$ cat config.mk
export PLATFORM = sky130hd
export DESIGN_NAME = lector_arbitro_flat
export DESIGN_NICKNAME = d
export VERILOG_FILES = /design/src/rtl/lector_arbitro_if.sv /design/src/rtl/lector_arbitro.sv /design/src/flat_wrapper.sv
export SDC_FILE = /design/constraint.sdc
export NUM_CORES = 1
export LEC_CHECK = 0
export ABC_AREA = 1
export BUFFER_PORTS_ARGS = -buffer_cell sky130_fd_sc_hd__buf_2
export CAP_MARGIN = 20
export CORE_MARGIN = 2
export CORE_UTILIZATION = 47
export CTS_CLUSTER_SIZE = 14
export DETAILED_ROUTE_END_ITERATION = 16
export HOLD_SLACK_MARGIN = 0.12
export PLACE_DENSITY = 0.78
export SLEW_MARGIN = 20
export SYNTH_ARGS = -nofsm -noshare
export SYNTH_HDL_FRONTEND = slang
export SYNTH_SLANG_ARGS = --single-unit
export TNS_END_PERCENT = 10
$ cat constraint.sdc
create_clock -name clk -period 2.7 [get_ports clk]
set_clock_uncertainty 0.2 [all_clocks]
set_input_delay 0.405 -clock clk [delete_from_list [all_inputs] [get_ports clk]]
set_output_delay 0.405 -clock clk [all_outputs]
set_load 0.005 [all_outputs]
$ cat src/rtl/lector_arbitro_if.sv
// Bundle between the four output FIFOs, the link-state source and the downstream consumer.
// Carries no logic; the slave modport is the arbiter's view of the signals.
// The master modport is the environment's view: it drives the FIFO side and consumes data_out.
interface lector_arbitro_if #(
   parameter int DATA_W = 6
);
   logic [3:0]        state;
   logic              empty0_morado;
   logic              empty1_morado;
   logic              empty2_morado;
   logic              empty3_morado;
   logic [DATA_W-1:0] data0_morado;
   logic [DATA_W-1:0] data1_morado;
   logic [DATA_W-1:0] data2_morado;
   logic [DATA_W-1:0] data3_morado;
   logic              pop0;
   logic              pop1;
   logic              pop2;
   logic              pop3;
   logic              ready_in;
   logic [DATA_W-1:0] data_out;
   logic              valid_out;
   logic [1:0]        src_out;
   logic              idle_out;

   modport slave (
      input  state, empty0_morado, empty1_morado, empty2_morado, empty3_morado,
      input  data0_morado, data1_morado, data2_morado, data3_morado, ready_in,
      output pop0, pop1, pop2, pop3, data_out, valid_out, src_out, idle_out
   );

   modport master (
      output state, empty0_morado, empty1_morado, empty2_morado, empty3_morado,
      output data0_morado, data1_morado, data2_morado, data3_morado, ready_in,
      input  pop0, pop1, pop2, pop3, data_out, valid_out, src_out, idle_out
   );
endinterface

$ cat src/rtl/lector_arbitro.sv
// Round-robin reader that drains four FWFT output FIFOs into one registered output word.
// Latency: pop to valid_out is 1 cycle; one word per cycle when the consumer keeps ready_in high.
// Backpressure: with valid_out high and ready_in low nothing is popped and the held word stays put.
// Optional: define LECTOR_ARBITRO_CONTADORES_EN to add saturating per-FIFO pop counters cnt0..cnt3.
module lector_arbitro #(
   parameter int         DATA_W    = 6,
   parameter logic [3:0] ACTIVE_ST = 4'b1000
) (
   input  logic                 clk,
   input  logic                 reset_L,
   lector_arbitro_if.slave      bus
`ifdef LECTOR_ARBITRO_CONTADORES_EN
   ,
   output logic [4:0]           cnt0,
   output logic [4:0]           cnt1,
   output logic [4:0]           cnt2,
   output logic [4:0]           cnt3
`endif
);

   typedef enum logic [1:0] {
      ST_IDLE  = 2'd0,
      ST_SERVE = 2'd1,
      ST_STALL = 2'd2
   } fsm_t;

   fsm_t              fsm_q, fsm_d;
   logic [DATA_W-1:0] data_q, data_d;
   logic [1:0]        src_q, src_d;
   logic [1:0]        ptr_q, ptr_d;

   logic [3:0]        cand;
   logic [DATA_W-1:0] head [4];
   logic              valid;
   logic              slot_free;
   logic              active;
   logic              found;
   logic [1:0]        grant;
   logic              pop_any;
   logic [3:0]        pop_vec;

   assign cand    = {~bus.empty3_morado, ~bus.empty2_morado, ~bus.empty1_morado, ~bus.empty0_morado};
   assign head[0] = bus.data0_morado;
   assign head[1] = bus.data1_morado;
   assign head[2] = bus.data2_morado;
   assign head[3] = bus.data3_morado;

   // valid_out is simply "the FSM holds a word"
   assign valid     = (fsm_q != ST_IDLE);
   assign slot_free = !valid || bus.ready_in;
   assign active    = (bus.state == ACTIVE_ST);

   // Round-robin search starting one past the last granted FIFO
   always_comb begin
      grant = ptr_q;
      found = 1'b0;
      for (int k = 1; k <= 4; k++) begin
         logic [1:0] idx;
         idx = ptr_q + 2'(k);
         if (!found && cand[idx]) begin
            grant = idx;
            found = 1'b1;
         end
      end
   end

   // reset_L gates the strobes so no FIFO loses a word while the block is held in reset
   assign pop_any = reset_L && active && slot_free && found;
   assign pop_vec = pop_any ? (4'b0001 << grant) : 4'b0000;

   assign bus.pop0      = pop_vec[0];
   assign bus.pop1      = pop_vec[1];
   assign bus.pop2      = pop_vec[2];
   assign bus.pop3      = pop_vec[3];
   assign bus.data_out  = data_q;
   assign bus.src_out   = src_q;
   assign bus.valid_out = valid;
   assign bus.idle_out  = (&(~cand)) && !valid;

   // Next-state: a pop loads the slot, otherwise a transfer empties it, otherwise hold
   always_comb begin
      fsm_d  = fsm_q;
      data_d = data_q;
      src_d  = src_q;
      ptr_d  = ptr_q;
      if (pop_any) begin
         data_d = head[grant];
         src_d  = grant;
         ptr_d  = grant;
         fsm_d  = ST_SERVE;
      end else begin
         case (fsm_q)
            ST_SERVE: fsm_d = bus.ready_in ? ST_IDLE : ST_STALL;
            ST_STALL: fsm_d = bus.ready_in ? ST_IDLE : ST_STALL;
            default:  fsm_d = ST_IDLE;
         endcase
      end
   end

   // Output slot, source index, round-robin pointer and FSM registers
   always_ff @(posedge clk or negedge reset_L) begin
      if (!reset_L) begin
         fsm_q  <= ST_IDLE;
         data_q <= '0;
         src_q  <= 2'd0;
         ptr_q  <= 2'd3;
      end else begin
         fsm_q  <= fsm_d;
         data_q <= data_d;
         src_q  <= src_d;
         ptr_q  <= ptr_d;
      end
   end

`ifdef LECTOR_ARBITRO_CONTADORES_EN
   logic [4:0] cnt_q [4];
   logic [4:0] cnt_d [4];

   // Per-FIFO pop counters that stick at 31
   always_comb begin
      for (int i = 0; i < 4; i++) begin
         cnt_d[i] = cnt_q[i];
         if (pop_vec[i] && (cnt_q[i] != 5'd31)) begin
            cnt_d[i] = cnt_q[i] + 5'd1;
         end
      end
   end

   // Counter registers
   always_ff @(posedge clk or negedge reset_L) begin
      if (!reset_L) begin
         for (int i = 0; i < 4; i++) cnt_q[i] <= 5'd0;
      end else begin
         for (int i = 0; i < 4; i++) cnt_q[i] <= cnt_d[i];
      end
   end

   assign cnt0 = cnt_q[0];
   assign cnt1 = cnt_q[1];
   assign cnt2 = cnt_q[2];
   assign cnt3 = cnt_q[3];
`endif

endmodule
$ cat src/flat_wrapper.sv
// flat-port wrapper written by rule: the top's interface ports become plain ports
module lector_arbitro_flat 
#(
   parameter int         DATA_W    = 6,
   parameter logic [3:0] ACTIVE_ST = 4'b1000
)
  (clk, reset_L, bus_state, bus_empty0_morado, bus_empty1_morado, bus_empty2_morado, bus_empty3_morado, bus_data0_morado, bus_data1_morado, bus_data2_morado, bus_data3_morado, bus_ready_in, bus_pop0, bus_pop1, bus_pop2, bus_pop3, bus_data_out, bus_valid_out, bus_src_out, bus_idle_out);
  lector_arbitro_if #(.DATA_W(DATA_W)) bus_i ();
  input  logic clk;
  input  logic reset_L;
  input wire logic [$bits(bus_i.state)-1:0] bus_state;
  input wire logic [$bits(bus_i.empty0_morado)-1:0] bus_empty0_morado;
  input wire logic [$bits(bus_i.empty1_morado)-1:0] bus_empty1_morado;
  input wire logic [$bits(bus_i.empty2_morado)-1:0] bus_empty2_morado;
  input wire logic [$bits(bus_i.empty3_morado)-1:0] bus_empty3_morado;
  input wire logic [$bits(bus_i.data0_morado)-1:0] bus_data0_morado;
  input wire logic [$bits(bus_i.data1_morado)-1:0] bus_data1_morado;
  input wire logic [$bits(bus_i.data2_morado)-1:0] bus_data2_morado;
  input wire logic [$bits(bus_i.data3_morado)-1:0] bus_data3_morado;
  input wire logic [$bits(bus_i.ready_in)-1:0] bus_ready_in;
  output wire logic [$bits(bus_i.pop0)-1:0] bus_pop0;
  output wire logic [$bits(bus_i.pop1)-1:0] bus_pop1;
  output wire logic [$bits(bus_i.pop2)-1:0] bus_pop2;
  output wire logic [$bits(bus_i.pop3)-1:0] bus_pop3;
  output wire logic [$bits(bus_i.data_out)-1:0] bus_data_out;
  output wire logic [$bits(bus_i.valid_out)-1:0] bus_valid_out;
  output wire logic [$bits(bus_i.src_out)-1:0] bus_src_out;
  output wire logic [$bits(bus_i.idle_out)-1:0] bus_idle_out;
  assign bus_i.state = bus_state;
  assign bus_i.empty0_morado = bus_empty0_morado;
  assign bus_i.empty1_morado = bus_empty1_morado;
  assign bus_i.empty2_morado = bus_empty2_morado;
  assign bus_i.empty3_morado = bus_empty3_morado;
  assign bus_i.data0_morado = bus_data0_morado;
  assign bus_i.data1_morado = bus_data1_morado;
  assign bus_i.data2_morado = bus_data2_morado;
  assign bus_i.data3_morado = bus_data3_morado;
  assign bus_i.ready_in = bus_ready_in;
  assign bus_pop0 = bus_i.pop0;
  assign bus_pop1 = bus_i.pop1;
  assign bus_pop2 = bus_i.pop2;
  assign bus_pop3 = bus_i.pop3;
  assign bus_data_out = bus_i.data_out;
  assign bus_valid_out = bus_i.valid_out;
  assign bus_src_out = bus_i.src_out;
  assign bus_idle_out = bus_i.idle_out;
  lector_arbitro #(.DATA_W(DATA_W), .ACTIVE_ST(ACTIVE_ST)) u_core (.clk(clk), .reset_L(reset_L), .bus(bus_i));
endmodule
Word-level counts from Yosys, hierarchy flattened
Index checks and enable logic that the tools add are counted.
{"block": "word_totals", "ff_bits": 12, "in_bits": 35, "output_inout_bits": 14}
{"block": "classes", "n_addsub": 3, "magnitude_cmp": 5, "eq_ne": 3, "n_shift": 1, "mux": 23, "bitwise_logic": 6, "n_reduce_logical": 15}
{"op": "2-bit 2-to-1 mux", "n": 7}
{"op": "6-bit binary-select mux with 2-bit select", "n": 1}
{"op": "2-bit by 3-bit < comparator with 1-bit output (second input constant)", "n": 4}
{"op": "6-bit 2-to-1 mux", "n": 2}
{"op": "1-bit binary-select mux with 2-bit select", "n": 4}
{"op": "1-bit 2-to-1 mux", "n": 8}
{"op": "1-bit logical AND", "n": 7}
{"op": "2-bit adder (second input constant)", "n": 2}
{"op": "4-bit == test (second input constant)", "n": 1}
{"op": "1-bit logical NOT", "n": 4}
{"op": "4-bit 2-to-1 mux", "n": 1}
{"op": "1-bit NOT", "n": 4}
{"op": "4-bit NOT", "n": 1}
{"op": "4-bit AND reduction", "n": 1}
{"op": "1-bit by 2-bit << shifter with 4-bit output (first input constant)", "n": 1}
{"op": "3-bit greater-or-equal comparator (second input constant)", "n": 1}
{"op": "2-bit NOT with 3-bit output", "n": 1}
{"op": "2-bit by 1-bit adder with 2-bit output (second input constant)", "n": 1}
{"op": "2-bit by 1-bit == test with 1-bit output (second input constant)", "n": 1}
{"op": "2-bit == test (second input constant)", "n": 1}
{"op": "2-bit nonzero test", "n": 1}
{"op": "2-bit OR reduction", "n": 1}
{"op": "1-bit logical OR", "n": 1}

Depth between registers and ports, before layout
{"block": "depth", "depth_word": 17, "depth_mapped": 14}

Worst setup path before layout
No wires, ideal clock.
{"block": "synth_timing", "path_type": "reg2out", "start": "reg u_core.ptr_q[0]", "end": "out bus_pop0", "arrival_ps": 1522, "t_required_ps": 2095, "path_slack_ps": 573, "stages_incl_launch_ff": 13, "path_buffers": 2, "cell_sequence": "dfstp_2 > inv_2 > buf_6 > nand2_1 > nand2_1 > nand2_2 > nand2_4 > nand2_4 > nand2_2 > nand2_4 > buf_8 > nand3_1 > nor2_1"}
{"block": "synth_via", "elab_chain_len": 15, "word_cells_on_any_way": 28, "cone_classes": "add/sub (3); shift (1); mux (17); reduce/logical (7)"}
{"item": "start: declaration", "line_no": "lector_arbitro.sv:30", "text": "logic [1:0] ptr_q, ptr_d;"}
{"item": "start signal: assignment", "line_no": "lector_arbitro.sv:111", "text": "ptr_q <= ptr_d;"}
{"item": "2-bit by 1-bit adder with 2-bit output", "line_no": "lector_arbitro.sv:59", "text": "idx = ptr_q + 2'(k);"}
{"item": "1-bit binary-select mux with 2-bit select", "line_no": "lector_arbitro.sv:60", "text": "if (!found && cand[idx]) begin"}
{"item": "1-bit 2-to-1 mux (not written as such)", "line_no": "lector_arbitro.sv:60"}
{"item": "1-bit 2-to-1 mux", "line_no": "lector_arbitro.sv:60"}
{"item": "1-bit logical NOT", "line_no": "lector_arbitro.sv:60"}
{"item": "1-bit logical AND", "line_no": "lector_arbitro.sv:60"}
{"item": "1-bit 2-to-1 mux", "line_no": "lector_arbitro.sv:60"}
{"item": "1-bit logical NOT", "line_no": "lector_arbitro.sv:60"}
{"item": "1-bit logical AND", "line_no": "lector_arbitro.sv:60"}
{"item": "1-bit 2-to-1 mux", "line_no": "lector_arbitro.sv:60"}
{"item": "1-bit logical NOT", "line_no": "lector_arbitro.sv:60"}
{"item": "1-bit logical AND", "line_no": "lector_arbitro.sv:60"}
{"item": "2-bit 2-to-1 mux or 1-bit 2-to-1 mux (tied branches)", "line_no": "lector_arbitro.sv:60"}
{"item": "1-bit by 2-bit << shifter with 4-bit output or 1-bit logical AND (tied branches)", "line_no": "lector_arbitro.sv:69, lector_arbitro.sv:68"}
{"item": "4-bit 2-to-1 mux (*)", "line_no": "lector_arbitro.sv:69", "text": "assign pop_vec = pop_any ? (4'b0001 << grant) : 4'b0000;"}
{"item": "end: declaration", "line_no": "flat_wrapper.sv:21", "text": "output wire logic [$bits(bus_i.pop0)-1:0] bus_pop0;"}
Every way passes the cells marked *; elsewhere a longest branch is shown, timed or not. The select of a mux whose other input is x is not followed.

Worst setup path after layout
{"block": "layout_timing", "start": "reg u_core.ptr_q[0]", "end": "out bus_pop3"}
{"block": "layout_via", "elab_chain_len": 15, "word_cells_on_any_way": 28, "cone_classes": "add/sub (3); shift (1); mux (17); reduce/logical (7)"}
{"item": "2-bit by 1-bit adder with 2-bit output", "line_no": "lector_arbitro.sv:59"}
{"item": "1-bit binary-select mux with 2-bit select", "line_no": "lector_arbitro.sv:60"}
{"item": "1-bit 2-to-1 mux (not written as such)", "line_no": "lector_arbitro.sv:60"}
{"item": "1-bit 2-to-1 mux", "line_no": "lector_arbitro.sv:60"}
{"item": "1-bit logical NOT", "line_no": "lector_arbitro.sv:60"}
{"item": "1-bit logical AND", "line_no": "lector_arbitro.sv:60"}
{"item": "1-bit 2-to-1 mux", "line_no": "lector_arbitro.sv:60"}
{"item": "1-bit logical NOT", "line_no": "lector_arbitro.sv:60"}
{"item": "1-bit logical AND", "line_no": "lector_arbitro.sv:60"}
{"item": "1-bit 2-to-1 mux", "line_no": "lector_arbitro.sv:60"}
{"item": "1-bit logical NOT", "line_no": "lector_arbitro.sv:60"}
{"item": "1-bit logical AND", "line_no": "lector_arbitro.sv:60"}
{"item": "2-bit 2-to-1 mux or 1-bit 2-to-1 mux (tied branches)", "line_no": "lector_arbitro.sv:60"}
{"item": "1-bit by 2-bit << shifter with 4-bit output or 1-bit logical AND (tied branches)", "line_no": "lector_arbitro.sv:69, lector_arbitro.sv:68"}
{"item": "4-bit 2-to-1 mux (*)", "line_no": "lector_arbitro.sv:69"}
{"item": "end: declaration", "line_no": "flat_wrapper.sv:24", "text": "output wire logic [$bits(bus_i.pop3)-1:0] bus_pop3;"}
Marked as above.

==> impl_metrics.ini <==
[floorplanning]
dieWidth_um = 52.2
start_util_pct = 49.4
ios = 49
num_rows = 17
die_area_um2 = 2730
die_y_um = 52.2
core-area_um2 = 2210

[detailed_routing]
vias = 1421
wl_met3_um = 198
drc_errors = 0
dr.first_iter.drc_count = 33
viasPerCell = 5.26
antenna_left = 0
drt-pass1-iter-count = 4
wl_met1_mm = 1.42
routed_wl_mm = 3.64
topRoutingLayerUsed = met4
wl_met2_mm = 1.85
wl_per_cell_um = 13.5

[placed_design]
portBuffers = 48
dp_slack_ps = 213
hpwl_mm = 2.40
gp_congestion = 0.887

[yosys]
ys_seq_area_share_pct = 27.7
synth_seq_cells = 12
synth_common_cells = nand2_1, nand3_1, inv_1, dfrtp_1, nand2_2
synth_area_um2 = 1090
synthFlopType = dfrtp_1
synthCells = 167
syn_nets = 203
synth_top_cell_area_share_pct = 22.9
avgSynthCellArea_um2 = 6.55
synthTopCellsByArea = dfrtp_1, nand2_1, nand3_1
synth_top_area_cell = dfrtp_1
synth.distinct_cells = 22
synthArstFlopShare_pct = 100
synth-edff-count = 0
yosysMostFrequentCell = nand2_1
synth_warnings = 0

[sta]
fin_ws_ps = -8.32
fin_hold_ws_ps = 265
report.final.slew_viol_count = 0
setup_violations = 1
rsz0062_at_grt = true
fmax_ghz = 0.369
hold_viol = 0
slew_headroom_pct = 60.1
worstMarginPinSlew_ps = 594
post-route-period-util_pct = 100
fin_crit_ps = 2710

[layout]
drive_above_1_share_pct = 47.5
nets = 279
syn2layout_area_growth_pct = 52.7
diodes = 0

[hold_path]
hp-class = in -> reg
hold_start = bus_data3_morado[4]
hold_end = u_core.bus.data_out[4]$_DFFE_PN0P_
min_path_cells = 5

[critical_path]
crit_type = reg -> out
r2r_start = u_core.ptr_q[0]$_DFFE_PN1P_
ff2ff_path_depth = 12
critPathArrivalTime_ps = 2100
r2r-end = u_core.bus.data_out[5]$_DFFE_PN0P_
ff2ff_setup_slack_ps = 310
endpoint_kind = output pin
cp.required_ps = 2100
critPathMaxFanout = 8
crit_path_start_kind = flip-flop

[power]
power_frac_seq_pct = 14.1
pwr-share-clk_pct = 6.4
internal_power_mw = 1.08
p_leak_nw = 0.946
share_comb_of_total_power_pct = 79.4
power.switching_mw = 1.15
max-vdd-ir-drop_uv = 940
power_density_nw_per_um2 = 1340
p_sw_share_pct = 51.4

[clock_tree]
clk_pin_slew_ps = 80
cts.path.max_buffers = 2
cts_tree = done
cts_buffers = 3
h-tree-depth = 1
clock_latency_ps = 280
cts.sink_count = 12
clock-root-buffer = clkbuf_4

[global_routing]
antenna_found_initial = 0
grt_pass1_vias = 1242
grt_pass1_wl_mm = 5.10
grt.total_usage_pct = 24.7
grt_max_degree = 14
grt-ovfl-total = 0

[run]
maxCapViolCount = 0

[outcome]
status = complete, but fails checks
violations = setup timing
-- state kept, by name (all words and copies together) (netlist names) --
| signal | flops |
|---|---|
| u_core.bus.data_out | 6 |
| u_core.bus.src_out | 2 |
| u_core.fsm_q | 2 |
| u_core.ptr_q | 2 |
-- per-layer routing --
metal / vias to the layer above / GRT usage [%]
met5: - / 0
met4: 0 / 6.84
met3: 20 / 3.43
met2: 67 / 45.6
met1: 638 / 29.6
li1: 696 / -
-- logic make-up (layout without fill, tap and decap cells) --
family	after synthesis	count (layout)	synth area share, %
flip-flops	12	12	27.7
AO/OA/AOI/OAI	6	6	2.86
adder cells (fa/ha/maj)	1	1	1.14
AND/OR/NAND/NOR	129	129	59.0
buffers and inverters	19	94	9.27
-- cells in the final DEF (no fill, tap or decap), types with 4 or more instances in the layout --
master | synthesis | routed
nand3_2 | 8 | 10
nand2_2 | 10 | 9
nand2_1 | 55 | 51
dfrtp_1 | 10 | 10
nand2_4 | 4 | 9
nand3_1 | 40 | 37
nor2_1 | 9 | 7
buf_4 | 1 | 21
buf_2 | 0 | 49
o21ai_0 | 4 | 4
inv_1 | 11 | 11
-- critical path: stages (launching register included) --
cell and delay (ps):
dfstp_2 620, buf_4 140, nand2_1 60, nand2_2 130, buf_4 140, nand2_1 70
a21oi_2 150, nand2_1 100, nand3_2 90, nand2_4 80, nor2_2 120, buf_2 120
-- power groups by stage --
stage / Clock, mW / Combinational, mW / Sequential, mW
finish: 0.143 / 1.77 / 0.315
global route: 0.155 / 1.92 / 0.321
CTS: 0.146 / 1.27 / 0.309
detailed placement: 0 / 1.22 / 0.319
global placement: 0 / 1.20 / 0.317
floorplan: 0 / 0.970 / 0.312
-- area by class of cell --
cell class,count,area [um2]
multi-input combinational,136,767
fill,170,542
timing repair buffer,76,472
sequential,12,303
inverter,14,57.6
clock buffer,4,36.3
tap,28,35.0
-- what timing repair did --
item,4_1_cts,5_1_grt
endpoints found under the setup margin,4,4
setup buffers,2,18
hold buffers,2,0
cloned,0,1
resized for setup,3,27
hold endpoints to repair,13,0
pin swaps,0,10
-- through the flow --
step / total power, mW / util (%) / setup TNS (ps) / instance area, um2 / std cells
after floorplan: 1.28 / - / 0 / 1090 / 167
after global placement: 1.51 / 61.4 / 0 / 1360 / 243
after detailed placement: 1.54 / 61.4 / 0 / 1360 / 243
after CTS: 1.72 / 65.0 / 0 / 1440 / 251
after global routing: 2.40 / 75.5 / -404 / 1670 / 270
final: 2.23 / 75.5 / -8.32 / 1670 / 270
-- worst max-delay path by stage --
stage	slack, ps	startpoint	end	cells after the start
3_5_place_dp	210	reset_L	bus_pop3	8
4_1_cts	20	u_core.ptr_q[0]$_DFFE_PN1P_	bus_pop3	12
5_1_grt	-110	u_core.ptr_q[0]$_DFFE_PN1P_	bus_pop3	11
6_report	-8	u_core.ptr_q[0]$_DFFE_PN1P_	bus_pop3	11
2_1_floorplan	570	u_core.ptr_q[0]$_DFFE_PN1P_	bus_pop0	12
3_3_place_gp	230	reset_L	bus_pop1	8
Power figures use the tool's default switching activity.
